<file path="config.mk">
export PLATFORM = sky130hd
export DESIGN_NAME = nibble_serial_adder
export DESIGN_NICKNAME = d
export VERILOG_FILES = /design/src/rtl/nibble_serial_adder_pkg.sv /design/src/rtl/nibble_add_ci.sv /design/src/rtl/nibble_serial_adder.sv
export SDC_FILE = /design/constraint.sdc
export NUM_CORES = 1
export LEC_CHECK = 0
export ABC_AREA = 0
export CAP_MARGIN = 20
export CORE_ASPECT_RATIO = 1.4
export CORE_MARGIN = 1.5
export CORE_UTILIZATION = 35
export CTS_CLUSTER_DIAMETER = 200
export DETAILED_ROUTE_END_ITERATION = 7
export GPL_TIMING_DRIVEN = 0
export MAX_ROUTING_LAYER = met4
export PLACE_DENSITY = 0.68
export SETUP_SLACK_MARGIN = 0.15
export SYNTH_ARGS = -nofsm -noshare
export SYNTH_HDL_FRONTEND = slang
export SYNTH_SLANG_ARGS = --single-unit
</file>
<file path="constraint.sdc">
create_clock -name clk -period 3.6 [get_ports clk]
set_input_delay 0.72 -clock clk [delete_from_list [all_inputs] [get_ports clk]]
set_output_delay 0.72 -clock clk [all_outputs]
set_load 0.03 [all_outputs]
</file>
<file path="src/rtl/nibble_serial_adder_pkg.sv">
// Shared constants and FSM encoding for the nibble-serial adder.
// Pure declarations, no logic.
// No flow control of its own.
package adder_pkg;

    localparam int NIBBLE_W    = 4;
    localparam int MAX_NIBBLES = 16;

    typedef enum logic [1:0] {
        ST_IDLE = 2'd0,
        ST_RUN  = 2'd1,
        ST_DONE = 2'd2
    } state_t;

endpackage

</file>
<file path="src/rtl/nibble_add_ci.sv">
// 4-bit + 4-bit + carry-in adder; the only arithmetic in the serial adder.
// Latency: combinational.
// Backpressure: none, pure function of its inputs.
module nibble_add_ci (
    input  logic [3:0] a,
    input  logic [3:0] b,
    input  logic       ci,
    output logic [3:0] s,
    output logic       co
);

    // Zero-extend everything to 5 bits so the carry lands in the top bit.
    assign {co, s} = {1'b0, a} + {1'b0, b} + {4'b0000, ci};

endmodule

</file>
<file path="src/rtl/nibble_serial_adder.sv">
// Adds two 4*NIBBLES-bit operands one nibble per clock, LSB nibble first.
// Latency: done pulses NIBBLES+1 cycles after the accepted start; one result per NIBBLES+1 cycles.
// Backpressure: start is only accepted in IDLE or DONE; pulses while busy are dropped, not queued.
module nibble_serial_adder
    import adder_pkg::*;
#(
    parameter int NIBBLES = 4  // legal range 1..MAX_NIBBLES
) (
    input  logic                          clk,
    input  logic                          rst,
    input  logic                          start,
    input  logic [NIBBLE_W*NIBBLES-1:0]   a,
    input  logic [NIBBLE_W*NIBBLES-1:0]   b,
    output logic                          busy,
    output logic                          done,
    output logic [NIBBLE_W*NIBBLES-1:0]   sum,
    output logic                          carry_out
);

    localparam int W     = NIBBLE_W * NIBBLES;
    // Keep the index at least one bit wide so NIBBLES=1 still elaborates.
    localparam int IDX_W = (NIBBLES > 1) ? $clog2(NIBBLES) : 1;
    localparam logic [IDX_W-1:0] LAST_IDX = IDX_W'(NIBBLES - 1);

    state_t             state;
    logic [W-1:0]       opa;
    logic [W-1:0]       opb;
    logic [W-1:0]       work;
    logic [W-1:0]       next_work;
    logic               carry;
    logic [IDX_W-1:0]   idx;
    logic [NIBBLE_W-1:0] nib_s;
    logic               nib_c;

    nibble_add_ci u_nib (
        .a  (opa[NIBBLE_W-1:0]),
        .b  (opb[NIBBLE_W-1:0]),
        .ci (carry),
        .s  (nib_s),
        .co (nib_c)
    );

    // Working result with the current nibble's sum dropped into slot idx.
    always_comb begin
        next_work = work;
        for (int i = 0; i < NIBBLES; i++) begin
            if (idx == IDX_W'(i)) begin
                next_work[i*NIBBLE_W +: NIBBLE_W] = nib_s;
            end
        end
    end

    // Control FSM plus operand shifters, index counter and result registers.
    always_ff @(posedge clk) begin
        if (rst) begin
            state     <= ST_IDLE;
            opa       <= '0;
            opb       <= '0;
            work      <= '0;
            carry     <= 1'b0;
            idx       <= '0;
            busy      <= 1'b0;
            done      <= 1'b0;
            sum       <= '0;
            carry_out <= 1'b0;
        end else begin
            case (state)
                ST_IDLE, ST_DONE: begin
                    done <= 1'b0;
                    if (start) begin
                        // Capture operands so later changes on a/b are irrelevant.
                        opa   <= a;
                        opb   <= b;
                        work  <= '0;
                        carry <= 1'b0;
                        idx   <= '0;
                        busy  <= 1'b1;
                        state <= ST_RUN;
                    end else begin
                        busy  <= 1'b0;
                        state <= ST_IDLE;
                    end
                end
                ST_RUN: begin
                    carry <= nib_c;
                    opa   <= opa >> NIBBLE_W;
                    opb   <= opb >> NIBBLE_W;
                    work  <= next_work;
                    idx   <= idx + IDX_W'(1);
                    if (idx == LAST_IDX) begin
                        // Results publish only here, so sum/carry_out hold otherwise.
                        sum       <= next_work;
                        carry_out <= nib_c;
                        busy      <= 1'b0;
                        done      <= 1'b1;
                        state     <= ST_DONE;
                    end
                end
                default: begin
                    busy  <= 1'b0;
                    done  <= 1'b0;
                    state <= ST_IDLE;
                end
            endcase
        end
    end

endmodule

</file>
==> summary.md <==
| Metric | Value |
|---|---|
| Outcome | finished clean |
| Mapped cell area | 0.002769 mm2 |
| GR Layer Usage met1 | 0.1879 |
| DRC Markers | 0 |
| CTS max path bufs | 2 |
| Crit-path cells | clkdlybuf4s50_1 |
| Global-route wire length before repair | 10950 um |
| Hold Path Class | flop to flop |
| CP endpoint kind | primary output |
| Library cells used by synthesis | 33 |
| Clock power frac | 0.356 |
| Yosys top cell area share | 0.4844 |
| Worst setup SP type | flop |
| Synth warnings | 0 |
| Port buffer count | 53 |
| DR WL/cell | between 10 and 15 um |
| Crit path time final | about 2100 ps |
| EDFF count, synth | 0 |
| Number of synthesized register bits | between 60 and 70 |
| Routability cong. | between 0.8 and 0.9 |
| Setup-failing EPs final | 0 |
| Drt first-iter violations | 124 |
| Setup TNS | 0 ps |
| Largest net degree at the start of global routing | 12 |
| Pwr dens | 476.8 mW/mm2 |
| TritonCTS clock tree | done |
| Sw Share | 0.2731 |
| Routed wire length | 6546 um |
| Crit path DAT | approximately 1400 ps |
| CTS sink cnt | 67 |
| Critical path data required time | 2880 ps |
| Synth async-reset ratio | 0 |
| Final Slew Violations | 0 |
| Die ar. | around 0.0085 mm2 |
| Total of max-cap violations | 0 |
| Initial core utilization | 0.3595 |
| Clk slew on worst S/H paths | around 70 ps |
| Hold Vio Cnt, Final | 0 |
| # IOs | 54 |
| Delay-heaviest family, CP | buffers and inverters |
| Area growth from synthesis to layout | 30.73% |
| Aggregate global-route resource usage | 0.1723 |
| CP max-delay cell | clkdlybuf4s50_1 |
| Top Usage Layer GRT | met2 |
| Fmax | 465.4 MHz |
| Post-DP Area | about 0.0034 mm2 |
| Dpl cells | between 400 and 500 |
| Share of power burned in combinational logic | 0.170 |
| Syn Area/Cell | 9.019 um2 |
| Vias | between 2000 and 2500 |
| Post-CTS sizing | 0 |
| Seq pwr share | 0.474 |
| CTS Buf Count | 9 |
| Drt pass-1 iters | 4 |
| Slew margin rel. | 0.5364 |
| Cts hold-fix bufs | 0 |
| Synth area leaders | dfxtp_1, nand2_1, a311oi_1, nor2_1, a22o_1 |
| Switching power total | between 400 and 500 uW |
| Initial antenna violation count | 0 |
| Synth Flop Type | dfxtp_1 |
| Clock Skew | 6.962 ps |
| Post-Syn Nets | between 300 and 400 |
| Worst slew pin tran | roughly 690 ps |
| Die X | 78.17 um |
| Non-Filler Instances | between 400 and 500 |
| Period utilization | 0.5969 |
| Unrepaired setup endpoints after global routing | no |
| Util after Layout | 0.4699 |
| Met2 usage | 0.2994 |
| CTS root buffer | clkbuf_8 |
| Layout cell share with drive strength beyond 1 | 0.08511 |
| Nets | just over 400 |
| Ant diodes | 0 |
| P_int | 1255 uW |
| WP buf/inv | 1 |
| Crit path kind | flop to primary output |
| Row cnt | 38 |
| Critical path's largest stage delay | roughly 700 ps |
| Seq/Total Area, Yosys | 0.4844 |
| Core Area | around 0.0077 mm2 |
| Max Fanout on Critical Path | 6 |
| Hpwl dp | 4921 um |
| GRT overflow | 0 |
| Final instance area | between 0.003 and 0.004 mm2 |
| Die Y | approximately 110 um |
| Synth Instances | 307 |
| Peak VDD IR | 258.7 uV |
| Clock Latency Late Sink | between 300 and 400 ps |
| Vias per cell | roughly 5.1 |
| Number of global-route vias before repair | ~2400 |
| Static leakage | ~0.0014 uW |
| Total power | 1726 uW |
| Fillcell total | between 700 and 800 |
| Routed Antenna Nets | 0 |
| Yosys top cell by area | dfxtp_1 |
| Setup bufs post-CTS | 0 |
| Htree depth | 3 |
| Met3 GRT Util | 0.03797 |
[final timing paths]
check | from | to | slack (ps) | depth (start not counted)
max | state[0] | busy | 1450 | 1
min | sum[2] | sum[2] | 450 | 2
max reg2reg | opa[0] | work[6] | 1510 | 5
min reg2reg | sum[2] | sum[2] | 450 | 2
[layout make-up]
| cell class | count | area (um2) | share of cell area |
|---|---|---|---|
| sequential | 67 | 1341 | 0.3706 |
| multi-input combinational | 214 | 1316 | 0.3636 |
| timing repair buffer | 53 | 530.5 | 0.1466 |
| clock buffer | 12 | 145.1 | 0.04010 |
| tap | 100 | 125.1 | 0.03457 |
| buffer | 23 | 100.1 | 0.02765 |
| clock inverter | 4 | 50.05 | 0.01383 |
| inverter | 3 | 11.26 | 0.003111 |
[Yosys cell counts, types with 2 or more instances]
cell type	count
nand2_1	63
inv_1	3
mux2i_1	6
dfxtp_1	67
nor2b_1	4
o211ai_1	3
a211oi_1	7
clkbuf_1	10
a21oi_1	11
a31oi_1	3
o21ai_0	6
buf_2	11
buf_1	2
o21ai_1	3
a21o_2	3
nor2_1	38
a22o_1	11
a311oi_1	24
fa_1	2
a32o_1	9
ha_1	7
nand2b_1	3
[power by group through the flow]
| stage | Clock (uW) | Combinational, uW | Sequential (uW) |
|---|---|---|---|
| final | 615 | 293 | 817 |
| after global routing | 667 | 327 | 822 |
| after CTS | 625 | 296 | 817 |
| after detailed placement | 0 | 294 | 834 |
| after global placement | 0 | 288 | 833 |
| after floorplan | 0 | 191 | 831 |
[per-stage QoR]
step | hold WS [ps] | setup WS (ps)
2_1_floorplan | 434.2 | 1720
3_3_place_gp | 439.7 | 1266
3_5_place_dp | 445.9 | 1259
4_1_cts | 455.0 | 1430
5_1_grt | 471.0 | 1363
6_report | 453.1 | 1451
[cells by family (layout without fill, tap and decap cells)]
logic type	count (synthesis)	count (layout)	synth area share
AND/OR/NAND/NOR	117	117	0.1794
multiplexers	6	6	0.02169
XOR/XNOR	1	1	0.003164
AO/OA/AOI/OAI	81	81	0.2250
adder cells (fa/ha/maj)	9	9	0.04609
buffers and inverters	26	95	0.04022
flip-flops	67	67	0.4844
[flip-flops by register name, indices dropped and copies added (netlist names)]
register and cells:
carry 1, carry_out 1, sum 16, idx 2
done 1, opb 16, opa 16, state 2
work 12
[metal layers]
layer,wire (um),share of wire
met2,3360,0.51
met1,2764,0.42
met5,0,0
met4,170,0.026
met3,251,0.038
[placed cells by master, fill, tap and decap left out, types with 4 or more instances in the layout]
cell type,count
a32o_1,9
nor2b_1,4
a21oi_1,11
clkbuf_1,12
clkdlybuf4s50_1,53
nor2_1,38
a211oi_1,7
dfxtp_1,67
buf_2,11
nand2_1,63
a22o_1,11
mux2i_1,6
a311oi_1,24
ha_1,7
o21ai_0,6
clkbuf_8,10
(Power assumes the default switching activity.)
